<file path="src/rtl/chk_model_fifo.sv">
// rtl/chk_model_fifo.sv - reference FIFO model: storage, pointers, occupancy and flags
module chk_model_fifo #(
    parameter int DATA_W = 8,
    parameter int DEPTH  = 16
) (
    input  logic                     clk,
    input  logic                     rst,
    input  logic                     wr_en_i,
    input  logic [DATA_W-1:0]        wr_data_i,
    input  logic                     rd_en_i,
    output logic                     rd_acc_o,
    output logic [DATA_W-1:0]        rd_data_o,
    output logic [$clog2(DEPTH):0]   count_o,
    output logic                     full_o,
    output logic                     empty_o
);

    localparam int AW = $clog2(DEPTH);
    localparam int CW = AW + 1;

    logic [DATA_W-1:0] mem_q [DEPTH];
    logic [AW-1:0]     wr_ptr_q, wr_ptr_d;
    logic [AW-1:0]     rd_ptr_q, rd_ptr_d;
    logic [CW-1:0]     count_q, count_d;
    logic              wr_acc, rd_acc;

    // Acceptance uses registered occupancy only: a same-cycle read never frees room for a write.
    assign full_o    = (count_q == CW'(DEPTH));
    assign empty_o   = (count_q == '0);
    assign wr_acc    = wr_en_i && !full_o;
    assign rd_acc    = rd_en_i && !empty_o;
    assign rd_acc_o  = rd_acc;
    assign rd_data_o = mem_q[rd_ptr_q];
    assign count_o   = count_q;

    always_comb begin
        wr_ptr_d = wr_ptr_q;
        rd_ptr_d = rd_ptr_q;
        count_d  = count_q;
        if (wr_acc) begin
            wr_ptr_d = wr_ptr_q + AW'(1);
        end
        if (rd_acc) begin
            rd_ptr_d = rd_ptr_q + AW'(1);
        end
        case ({wr_acc, rd_acc})
            2'b10:   count_d = count_q + CW'(1);
            2'b01:   count_d = count_q - CW'(1);
            default: count_d = count_q;
        endcase
    end

    always_ff @(posedge clk) begin
        if (rst) begin
            wr_ptr_q <= '0;
            rd_ptr_q <= '0;
            count_q  <= '0;
        end else begin
            wr_ptr_q <= wr_ptr_d;
            rd_ptr_q <= rd_ptr_d;
            count_q  <= count_d;
        end
    end

    always_ff @(posedge clk) begin
        if (!rst && wr_acc) begin
            mem_q[wr_ptr_q] <= wr_data_i;
        end
    end

endmodule

</file>
<file path="config.mk">
export PLATFORM = sky130hd
export DESIGN_NAME = chk_model_fifo
export DESIGN_NICKNAME = d
export VERILOG_FILES = /design/src/rtl/chk_model_fifo.sv
export SDC_FILE = /design/constraint.sdc
export NUM_CORES = 1
export LEC_CHECK = 0
export CORE_MARGIN = 2
export CORE_UTILIZATION = 25
export CTS_CLUSTER_DIAMETER = 200
export DETAILED_ROUTE_END_ITERATION = 10
export PLACE_DENSITY = 0.45
export SYNTH_ARGS = -nofsm -noshare
export SYNTH_HDL_FRONTEND = slang
export SYNTH_SLANG_ARGS = --single-unit
</file>
<file path="constraint.sdc">
create_clock -name clk -period 4.2 [get_ports clk]
set_input_delay 0.42 -clock clk [delete_from_list [all_inputs] [get_ports clk]]
set_output_delay 0.42 -clock clk [all_outputs]
set_load 0.05 [all_outputs]
</file>
# After elaboration in Yosys (flattened, before gate mapping)
# Memory sizes are Yosys's and may differ from the RTL's. A register that Yosys moved wholly into a read port is not among the register bits.
# Index checks and enable logic that the tools add are counted.
# word_totals
inputBits,12
ramBits,128
elab_cells,24
regBits,13
mem_count,1
# memory_table
memory,depth,width,read_ports,rd_ports_with_merged_regs,wr,line,text
mem_q,16,8,1,1,1,21,logic [DATA_W-1:0] mem_q [DEPTH];
# op_classes
n_addsub,4
reduce_logical,8
eq_ne,3
n_mux,5
# op_table
operator,count
5-bit case mux with 2 select lines,1
4-bit by 1-bit adder with 4-bit output (second input constant),2
4-bit two-way mux,2
5-bit by 1-bit adder with 5-bit output (second input constant),1
5-bit equality test (second input constant),1
5-bit logical NOT,1
5-bit by 1-bit subtractor with 5-bit output (second input constant),1
1-bit logical AND,3
1-bit logical NOT,3
2-bit by 1-bit equality test with 1-bit output (second input constant),1
2-bit equality test (second input constant),1
1-bit two-way mux,2
2-bit nonzero test,1

# Longest topological paths before layout
# Gate-level depths: netlist (run 1).
# logic_depth
word_depth,6
depth_mapped,12
depth_no_buf,10

# Worst setup path after synthesis (run 1)
# No wires, ideal clock.
# synth_timing
kind,reg-to-reg
start,register count_q[0] (netlist: count_o[0])
end,register count_q[4] (netlist: count_o[4])
synth_period_minus_slack_ns,3.173
stages_incl_launch_ff,12
path_buffers,1
setup_time_ns,0.121
setup_slack_ns,1.027
arrival_ns,3.052
required_time_ns,4.079
path_cell_list,dfxtp_1 > or4_1 > buf_2 > o21ai_2 > inv_1 > ha_1 > inv_1 > fa_1 > nand2b_1 > a21oi_1 > mux2i_1 > mux2_2
# synth_via
elab_chain_len,5
# synth_lines
item,line,text
"start, declared",24,"logic [CW-1:0] count_q, count_d;"
"start signal, assigned",61,count_q <= count_d;
5-bit logical NOT *,29,assign empty_o = (count_q == '0);
1-bit logical NOT *,31,assign rd_acc = rd_en_i && !empty_o;
1-bit logical AND *,31,
named net rd_acc_o,11,"output logic rd_acc_o,"
2-bit by 1-bit equality test with 1-bit output or 2-bit equality test (tied branches),46,"case ({wr_acc, rd_acc})"
5-bit case mux with 2 select lines or 2-bit nonzero test (tied branches),--,
# The timed path passes the listed nets; every way through them passes the cells marked *.
# A chain may end at the register's enable or synchronous reset.

==> impl_results.md, run 1 <==
* Run status: finished, final reports clean
* H-tree depth at 4
* DIE WIDTH at 155 um
* Final setup viols at 0
* Post-CTS Setup Inserts at 0
* Share of cells above drive strength 1 at 0.175
* IO Pins at 28
* Area growth syn-to-layout at 20.4%
* Final Hold Vio Count at 0
* Pwr dens at 618 nW/um^2
* Count of flip-flops with a built-in enable after synthesis at 128
* Commonest non-fill, non-tap cells in the layout: edfxtp_1, nor2_1, mux4_2
* Slew @ Worst Pin at 1.04 ns
* Final #Nets at 371
* Min-delay worst type: reg2reg
* Wirelength, routed at 11.9 mm
* CP required at 3.78 ns
* DRT Pass-1 Iters at 4
* GRT overflow at 0
* MaxCap Viol Count at 0
* Min-delay src: rd_ptr_q[3]$_SDFFE_PP0P_
* Non-Filler Cell Area, Final at 6910 um^2
* Clock sink total at 145
* DIE AREA at 24200 um^2
* Worst R2R Start: count_o[0]$_SDFFE_PP0P_
* Wire per inst at 18.5 um
* Filler cells at 2219
* Setup TNS at 0 ns
* Most common cell after layout, fill and taps aside: edfxtp_1
* Slew Viols, Final at 0
* Initial Utilization at 0.254
* Critical path fanouts, max at 12
* Net Count, Synth at 337
* Synth Area per Inst at 18.2 um^2
* Post-synth top flop: edfxtp_1
* Area of placed instances at 6330 um^2
* Core area at 22600 um^2
* RSZ-0062 raised after global routing: false
* CTS Buf Count at 17
* Crit start category: flop
* Global-route wire length before repair at 18.4 mm
* CTS root buf: clkbuf_16
* Yosys reg bits at 145
* Starting DRC count in detailed routing at 240
* Mapped Area at 5740 um^2
* Worst vdd ir at 0.000389 V
* HPWL after DPL at 7.50 mm
* Cell Rows at 55
* CP endpoint kind: output port
* Layout Skew at 0.00596 ns
* Register area share after synthesis at 0.729
* RD Place Congestion at 0.716
* Worst EP arrival at 3.00 ns
* GRT Resource Usage Total at 0.107
* Syn. warnings at 0
* Largest net degree at the start of global routing at 33
* Period utilization at 0.814
* Clock Latency Late Sink at 0.41 ns
* CTS tree: built
* ANT nets after route at 0
* Pleak at 2.22 nW
* Port bufs at 27
* Diodes inserted at 0
* Initial antenna violation count at 0
* Cts repair resizes at 0
* Post-synth ARST share at 0
* Hold-fix buffer count after cts at 0
* Setup CP Type: reg2out
* Vias at 2835
* Avg Vias per Cell at 4.40
* Remaining DRCs at 0
* Clk buf depth at 2
* Final period demand of the worst path at 3.42 ns
* Clk slew on worst S/H paths at 0.06 ns
* Die outline height at 155 um
* Fmax at 0.292 GHz
* Vias in the first global route at 3037
* Worst rel slew slack at 0.304
* Post-Syn Instances at 315
* Post-synthesis cell type count at 33
==> kinds of logic (layout without fill, tap and decap cells) <==
logic type | Yosys count | count (layout) | share of synthesized area
flops | 145 | 145 | 0.729
simple gates | 67 | 67 | 0.0515
mux | 37 | 37 | 0.135
compound gates | 26 | 26 | 0.0334
buf+inv | 23 | 67 | 0.0172
fa+ha+maj | 10 | 10 | 0.0231
xor+xnor | 7 | 7 | 0.0107
==> synth_stat cells, types with 3 or more instances <==
| cell | instances | area, um^2 |
|---|---|---|
| ha_1 | 9 | 113 |
| xor2_1 | 6 | 52.6 |
| a22oi_1 | 16 | 120 |
| mux4_2 | 32 | 721 |
| a21oi_1 | 4 | 20.0 |
| dfxtp_1 | 17 | 340 |
| inv_1 | 8 | 30.0 |
| nand2_1 | 14 | 52.6 |
| buf_2 | 4 | 20.0 |
| edfxtp_1 | 128 | 3840 |
| nor2b_1 | 3 | 18.8 |
| clkbuf_1 | 8 | 30.0 |
| nor2_1 | 40 | 150 |
| mux2i_1 | 3 | 30.0 |
==> stage by stage <==
stage          std cells  hold slack [ns]  total power [W]  utilization  setup slack (ns)
3_5_place_dp         615            0.532          0.00281        0.280              1.02
3_3_place_gp         615            0.520          0.00280        0.280              1.07
2_1_floorplan        315            0.485          0.00249            -              1.03
6_report             644            0.551          0.00427        0.306             0.780
4_1_cts              644            0.553          0.00433        0.306             0.687
5_1_grt              644            0.597          0.00447        0.306             0.592
==> area by class of cell <==
type                       instances  area (um^2)  area share
clock buffer                      20          437      0.0632
clock inverter                     9          141      0.0205
inverter                           8         30.0     0.00435
multi-input combinational        147         1450       0.210
sequential                       145         4190       0.606
tap                              285          357      0.0516
timing repair buffer              30          305      0.0442
==> sequential cells by signal, indices dropped and copies added (netlist names), named ones only <==
register,flops
count_o,5
mem_q,128
rd_ptr_q,4
wr_ptr_q,4
==> worst paths after layout <==
| check | endpoint | slack (ns) | cells past startpoint |
|---|---|---|---|
| worst min-delay path | rd_ptr_q[3]$_SDFFE_PP0P_ | 0.55 | 2 |
| worst max-delay path | rd_data_o[2] | 0.78 | 5 |
| worst max register to register | count_o[4]$_SDFFE_PP0P_ | 1.03 | 10 |
| worst min register to register | rd_ptr_q[3]$_SDFFE_PP0P_ | 0.55 | 2 |
==> worst max-delay path: stages, from the launching register on <==
cell	delay, ns
dfxtp_2	0.62
buf_4	0.29
mux4_2	0.51
a22oi_1	0.34
nand2_1	0.09
clkdlybuf4s50_1	0.71
==> routing by layer <==
layer | global-route usage | vias up | share of wire
met5 | 0 | - | 0
met4 | 0.0301 | 0 | 0.011
met3 | 0.0398 | 13 | 0.046
met2 | 0.169 | 50 | 0.49
li1 | - | 1297 | -
met1 | 0.137 | 1475 | 0.46
==> power breakdown <==
| group | switching [W] | internal [W] |
|---|---|---|
| Combinational | 0.000618 | 0.000449 |
| Sequential | 0.0000716 | 0.00162 |
| Clock | 0.000530 | 0.000974 |
No activity file was read; power rests on OpenSTA's default activity.
==> run 2, diff against run 1 <==
==> constraint.sdc (replaced) <==
create_clock -name clk -period 3.35 [get_ports clk]
set_input_delay 0.335 -clock clk [delete_from_list [all_inputs] [get_ports clk]]
set_output_delay 0.335 -clock clk [all_outputs]
set_load 0.05 [all_outputs]
==> run 2 against run 1 <==
Cell area grew 1.5%; global-route usage is 0.11 points higher; non-clock buffer count is 19 higher; die area stayed put; via count rose by 1.3%; register-to-register slack worse by 0.72 ns; critical path depth unchanged; sequential power up 23%; routed wire length about the same; utilization grew 0.47 points; first-iteration DRC count is 18% lower; critical path type unchanged.
==> impl_results.md, run 2 (synthesized netlist as in run 1, its figures left out) <==
* Run status: finished, final reports clean (unchanged)
* Worst R2R Start: count_o[0]$_SDFFE_PP0P_ (unchanged)
* Clock sink total at 145 (unchanged)
* IO Pins at 28 (unchanged)
* Most common cell after layout, fill and taps aside: edfxtp_1 (unchanged)
* Worst vdd ir at 0.000613 V (was 0.000389 V)
* CTS Buf Count at 17 (unchanged)
* R2R setup slack at 0.31 ns (was 1.03 ns)
* Worst EP arrival at 2.75 ns (was 3.00 ns)
* Pleak at 2.30 nW (was 2.22 nW)
* Remaining DRCs at 0 (unchanged)
* DIE AREA at 24200 um^2 (unchanged)
* Vias in the first global route at 3102 (was 3037)
* Global-route wire length before repair at 18.6 mm (was 18.4 mm)
* Slew @ Worst Pin at 0.886 ns (was 1.04 ns)
* R2r worst-path depth at 10 (unchanged)
* Clk slew on worst S/H paths at 0.06 ns (about the same)
* Crit start category: flop (unchanged)
* Final #Nets at 390 (was 371)
* Pwr dens at 738 nW/um^2 (was 618 nW/um^2)
* Stages on the worst setup path at 5 (unchanged)
* ANT nets after route at 0 (unchanged)
* Slew Viols, Final at 0 (unchanged)
* Combinational power share at 0.267 (was 0.250)
* Top delay family on crit path: buffers and inverters (unchanged)
* Max reg flops at 128 (unchanged)
* RD Place Congestion at 0.760 (was 0.716)
* Min-delay worst type: reg2reg (unchanged)
* RSZ-0062 raised after global routing: false (unchanged)
* Avg Vias per Cell at 4.31 (was 4.40)
* CTS root buf: clkbuf_16 (unchanged)
* CP Cell Sequence: buf_12 -> mux4_2 -> a22oi_1 -> nand2_1 -> clkdlybuf4s50_1 (was buf_4 -> mux4_2 -> a22oi_1 -> nand2_1 -> clkdlybuf4s50_1)
* Internal at 0.00362 W (was 0.00305 W)
* Area growth syn-to-layout at 22.3% (was 20.4%)
* WHS at 0.547 ns (was 0.551 ns)
* Wirelength, routed at 11.9 mm (about the same)
* Port bufs at 27 (unchanged)
* CTS tree: built (unchanged)
* Clk pwr share at 0.329 (was 0.352)
* Final period demand of the worst path at 3.09 ns
* CP endpoint kind: output port (unchanged)
* RR Endpoint: count_o[4]$_SDFFE_PP0P_ (unchanged)
* Clk buf depth at 2 (unchanged)
* Worst rel slew slack at 0.407 (was 0.304)
* HPWL after DPL at 7.41 mm (was 7.50 mm)
* Cell Rows at 55 (unchanged)
* Setup CP Type: reg2out (unchanged)
* Starting DRC count in detailed routing at 198 (was 240)
* Fmax at 0.324 GHz
* Clock Latency Late Sink at 0.42 ns (was 0.41 ns)
* Largest net degree at the start of global routing at 33 (unchanged)
* CP required at 3.01 ns (was 3.78 ns)
* Period utilization at 0.921
* GRT overflow at 0 (unchanged)
* Register share of total power at 0.404 (was 0.398)
* Setup TNS at 0 ns (unchanged)
* Die outline height at 155 um (unchanged)
* Cts repair resizes at 0 (unchanged)
* Top reg by flops: mem_q (unchanged)
* GRT Resource Usage Total at 0.108 (was 0.107)
* Post-CTS Setup Inserts at 0 (unchanged)
* Final Hold Vio Count at 0 (unchanged)
* Worst Setup EP: rd_data_o[6] (was rd_data_o[2])
* Initial antenna violation count at 0 (unchanged)
* Final setup viols at 0 (unchanged)
* H-tree depth at 4 (unchanged)
* Share of cells above drive strength 1 at 0.220 (was 0.175)
* MaxCap Viol Count at 0 (unchanged)
* Core area at 22600 um^2 (unchanged)
* Layout Skew at 0.00748 ns (was 0.00596 ns)
* CP peak stage delay at 0.72 ns (was 0.71 ns)
* Critical path fanouts, max at 32 (was 12)
* DRT Pass-1 Iters at 5 (was 4)
* Diodes inserted at 0 (unchanged)
* Hold-fix buffer count after cts at 0 (unchanged)
* Psw at 0.00156 W (was 0.00122 W)
* Wire per inst at 17.9 um (was 18.5 um)
* Sw Share at 0.302 (was 0.286)
* Slowest CP cell: clkdlybuf4s50_1 (unchanged)
* Vias at 2872 (was 2835)
* Worst Path Buf+Inv at 2 (unchanged)
* Commonest non-fill, non-tap cells in the layout: edfxtp_1, nor2_1, mux4_2 (unchanged)
* DIE WIDTH at 155 um (unchanged)
* Initial Utilization at 0.254 (unchanged)
[run 2: cell count changes in the layout (fill, tap and decap cells not counted)]
cell	previous run	this run
bufinv_16	4	1
clkinv_2	2	3
clkinv_4	0	1
buf_12	1	2
clkinv_1	3	4
clkinvlp_4	0	2
buf_4	2	20
inv_6	0	1
[run 2: per-stage QoR]
stage               total power [W]  cell area, um^2  std cells   util  worst slack, ns
floorplan                   0.00312             5740        315      -            0.177
finish                      0.00518             7020        666  0.311            0.263
CTS                         0.00527             7020        666  0.311            0.167
detailed placement          0.00353             6490        634  0.287            0.318
global route                0.00544             7020        666  0.311           0.0974
global placement            0.00352             6490        634  0.287            0.355
[run 2: power groups by stage]
| stage | combinational [W] | sequential, W | clock, W |
|---|---|---|---|
| floorplan | 0.000932 | 0.00219 | 0 |
| global placement | 0.00140 | 0.00212 | 0 |
| detailed placement | 0.00141 | 0.00213 | 0 |
| CTS | 0.00141 | 0.00209 | 0.00176 |
| global route | 0.00150 | 0.00210 | 0.00183 |
| finish | 0.00138 | 0.00209 | 0.00170 |
[run 2: area by class of cell]
cell class,instances,area [um^2]
clock buffers,20,437
clock inverters,12,92.6
fillers,2212,15600
inverters,8,30.0
multi-input cells,147,1450
flip-flops and latches,145,4190
well taps,285,357
repair buffers,49,460
[run 2: metal layers]
layer  share of wire  GRT usage
met5               0          0
met4           0.016     0.0380
met2            0.48      0.173
met1            0.46      0.135
met3           0.039     0.0376
[run 2: how the worst min path moves through the flow]
stage	cells past startpoint	slack (ns)	start	end
3_5_place_dp	2	0.54	count_o[2]$_SDFFE_PP0P_	count_o[2]$_SDFFE_PP0P_
6_report	2	0.55	rd_ptr_q[3]$_SDFFE_PP0P_	rd_ptr_q[3]$_SDFFE_PP0P_
4_1_cts	2	0.56	rd_ptr_q[2]$_SDFFE_PP0P_	rd_ptr_q[2]$_SDFFE_PP0P_
3_3_place_gp	2	0.52	rd_ptr_q[3]$_SDFFE_PP0P_	rd_ptr_q[3]$_SDFFE_PP0P_
5_1_grt	2	0.59	rd_ptr_q[2]$_SDFFE_PP0P_	rd_ptr_q[2]$_SDFFE_PP0P_
2_1_floorplan	0	0.43	wr_data_i[0]	mem_q[0][0]$_DFFE_PP_
[run 2: worst reg2reg max path: cells and delay by family (launching register included)]
kind	cells	cell delay, ns
adders and majority gates	2	0.64
buffers and inverters	2	0.15
DFF	1	0.35
and+or+nand+nor	2	0.85
AOI/OAI and AO/OA	2	0.39
muxes	2	0.55
==> run 3, diff against run 2 <==
==> constraint.sdc (replaced) <==
create_clock -name clk -period 3.59 [get_ports clk]
set_input_delay 0.359 -clock clk [delete_from_list [all_inputs] [get_ports clk]]
set_output_delay 0.359 -clock clk [all_outputs]
set_load 0.05 [all_outputs]
==> run 3 against run 2 <==
Largest cell class unchanged; global-route usage fell by 0.26 points; combinational power down 9%; clock-buffer cell count down 3; largest power group unchanged; highest routed layer unchanged; clock skew rose by 0.0039 ns.
==> impl_results.md, run 3 (synthesized netlist as in run 1, its figures left out) <==
* CP Cell Sequence: buf_4 -> mux4_2 -> a22oi_1 -> nand2_1 -> clkdlybuf4s50_1 (was buf_12 -> mux4_2 -> a22oi_1 -> nand2_1 -> clkdlybuf4s50_1)
* Final setup viols at 0 (unchanged)
* Stages on the worst setup path at 5 (unchanged)
* RD Place Congestion at 0.722 (was 0.760)
* Slowest CP cell: clkdlybuf4s50_1 (unchanged)
* R2R setup slack at 0.37 ns (was 0.31 ns)
* Register share of total power at 0.404 (about the same)
* GRT Resource Usage Total at 0.105 (was 0.108)
* ANT nets after route at 0 (unchanged)
* Remaining DRCs at 0 (unchanged)
* Max reg flops at 128 (unchanged)
* Core area at 22600 um^2 (unchanged)
* Clock sink total at 145 (unchanged)
* Setup TNS at 0 ns (unchanged)
* Psw at 0.00150 W (was 0.00156 W)
* Post-CTS Setup Inserts at 0 (unchanged)
* CP peak stage delay at 0.71 ns (was 0.72 ns)
* DRT Pass-1 Iters at 5 (unchanged)
* GRT overflow at 0 (unchanged)
* CP required at 3.23 ns (was 3.01 ns)
* Layout Skew at 0.0114 ns (was 0.00748 ns)
* Worst EP arrival at 2.90 ns (was 2.75 ns)
* Share of cells above drive strength 1 at 0.217 (was 0.220)
* MaxCap Viol Count at 0 (unchanged)
* Global-route wire length before repair at 18.1 mm (was 18.6 mm)
* Worst R2R Start: count_o[0]$_SDFFE_PP0P_ (unchanged)
* Worst Setup EP: rd_data_o[6] (unchanged)
* H-tree depth at 4 (unchanged)
* HPWL after DPL at 7.46 mm (was 7.41 mm)
* Clk buf depth at 2 (unchanged)
* Filler cells at 2213 (was 2212)
* Pwr dens at 702 nW/um^2 (was 738 nW/um^2)
* Fmax at 0.307 GHz
* CTS root buf: clkbuf_16 (unchanged)
* Clk pwr share at 0.340 (was 0.329)
* Final Hold Vio Count at 0 (unchanged)
* Initial antenna violation count at 0 (unchanged)
* Slew @ Worst Pin at 0.983 ns (was 0.886 ns)
* Die outline height at 155 um (unchanged)
* Final #Nets at 382 (was 390)
* CTS Buf Count at 17 (unchanged)
* CP endpoint kind: output port (unchanged)
* Sw Share at 0.307 (was 0.302)
* Avg Vias per Cell at 4.37 (was 4.31)
* Worst Path Buf+Inv at 2 (unchanged)
* DIE WIDTH at 155 um (unchanged)
* Wire per inst at 17.9 um (about the same)
* Period utilization at 0.908
* Largest net degree at the start of global routing at 33 (unchanged)
* Vias at 2873 (was 2872)
* Starting DRC count in detailed routing at 197 (was 198)
* Clk slew on worst S/H paths at 0.06 ns (about the same)
* Pleak at 2.27 nW (was 2.30 nW)
* Cts repair resizes at 0 (unchanged)
* Hold-fix buffer count after cts at 0 (unchanged)
* Setup CP Type: reg2out (unchanged)
* Diodes inserted at 0 (unchanged)
* Final period demand of the worst path at 3.26 ns
* Vias in the first global route at 3034 (was 3102)
* Worst rel slew slack at 0.342 (was 0.407)
* RSZ-0062 raised after global routing: false (unchanged)
* Wirelength, routed at 11.8 mm (was 11.9 mm)
* Combinational power share at 0.256 (was 0.267)
* Most common cell after layout, fill and taps aside: edfxtp_1 (unchanged)
* Worst vdd ir at 0.000437 V (was 0.000613 V)
* Internal at 0.00339 W (was 0.00362 W)
* Crit start category: flop (unchanged)
* Critical path fanouts, max at 10 (was 32)
* Slew Viols, Final at 0 (unchanged)
* Port bufs at 27 (unchanged)
* WHS at 0.527 ns (was 0.547 ns)
* Area growth syn-to-layout at 21.6% (was 22.3%)
* Initial Utilization at 0.254 (unchanged)
* Min-delay worst type: reg2reg (unchanged)
* Commonest non-fill, non-tap cells in the layout: edfxtp_1, nor2_1, mux4_2 (unchanged)
* Run status: finished, final reports clean (unchanged)
* R2r worst-path depth at 10 (unchanged)
* Top delay family on crit path: buffers and inverters (unchanged)
* Cell Rows at 55 (unchanged)
* DIE AREA at 24200 um^2 (unchanged)
* IO Pins at 28 (unchanged)
* Top reg by flops: mem_q (unchanged)
* RR Endpoint: count_o[4]$_SDFFE_PP0P_ (unchanged)
* CTS tree: built (unchanged)
* Clock Latency Late Sink at 0.42 ns (about the same)
==> run 3: cell types whose count changed in the layout (fill, tap and decap cells not counted), sizes merged <==
cell / previous run / this run
clkbuf: 20 / 17
clkinv: 8 / 7
inv: 9 / 13
buf: 22 / 14
==> run 3: metrics by stage <==
| step | setup WS, ns | util | cells | area (um^2) | total power [W] |
|---|---|---|---|---|---|
| floorplan | 0.417 | - | 315 | 5740 | 0.00291 |
| global placement | 0.453 | 0.284 | 626 | 6410 | 0.00329 |
| detailed placement | 0.395 | 0.284 | 626 | 6410 | 0.00329 |
| CTS | 0.205 | 0.309 | 658 | 6970 | 0.00496 |
| global route | 0.153 | 0.309 | 658 | 6970 | 0.00512 |
| finish | 0.329 | 0.309 | 658 | 6970 | 0.00490 |
==> run 3: worst reg2reg max path: stages, from the launching register on <==
cell      delay [ns]
dfxtp_1         0.36
or4_1           0.70
o21a_1          0.33
inv_1           0.09
ha_1            0.26
inv_1           0.11
fa_1            0.40
nand2b_1        0.16
a21oi_1         0.15
mux2i_1         0.21
mux2_2          0.34
==> run 3: final cells by class <==
class / count / area [um^2] / area share
Clock buffer: 17 / 425 / 0.0610
Clock inverter: 15 / 135 / 0.0194
Inverter: 8 / 30.0 / 0.00431
Multi-Input combinational cell: 147 / 1450 / 0.208
Sequential cell: 145 / 4190 / 0.600
Tap cell: 285 / 357 / 0.0511
Timing Repair Buffer: 41 / 388 / 0.0556
==> run 3: worst min-delay path by stage <==
stage,from,end,slack [ns],depth (start not counted)
after floorplan,wr_data_i[0],mem_q[0][0]$_DFFE_PP_,0.46,0
after global placement,rd_ptr_q[3]$_SDFFE_PP0P_,rd_ptr_q[3]$_SDFFE_PP0P_,0.51,2
after detailed placement,rd_ptr_q[3]$_SDFFE_PP0P_,flop,0.52,2
after CTS,rd_ptr_q[3]$_SDFFE_PP0P_,rd_ptr_q[3]$_SDFFE_PP0P_,0.54,2
after global routing,rd_ptr_q[3]$_SDFFE_PP0P_,flop,0.57,2
final,rd_ptr_q[3]$_SDFFE_PP0P_,rd_ptr_q[3]$_SDFFE_PP0P_,0.53,2
==> run 3: routing by layer <==
layer	part of all wire	routed length, um	track usage	vias to the layer above
met1	0.47	5490	0.136	1476
li1	-	-	-	1328
met3	0.043	512	0.0301	12
met2	0.48	5660	0.167	57
met4	0.0095	112	0.0419	0
met5	0	0	0	-
==> run 3: power groups by stage <==
| stage | registers, W | clock network [W] | logic, W |
|---|---|---|---|
| after floorplan | 0.00204 | 0 | 0.000870 |
| after global placement | 0.00201 | 0 | 0.00128 |
| after detailed placement | 0.00202 | 0 | 0.00127 |
| after CTS | 0.00198 | 0.00170 | 0.00128 |
| after global routing | 0.00199 | 0.00178 | 0.00135 |
| final | 0.00198 | 0.00166 | 0.00125 |
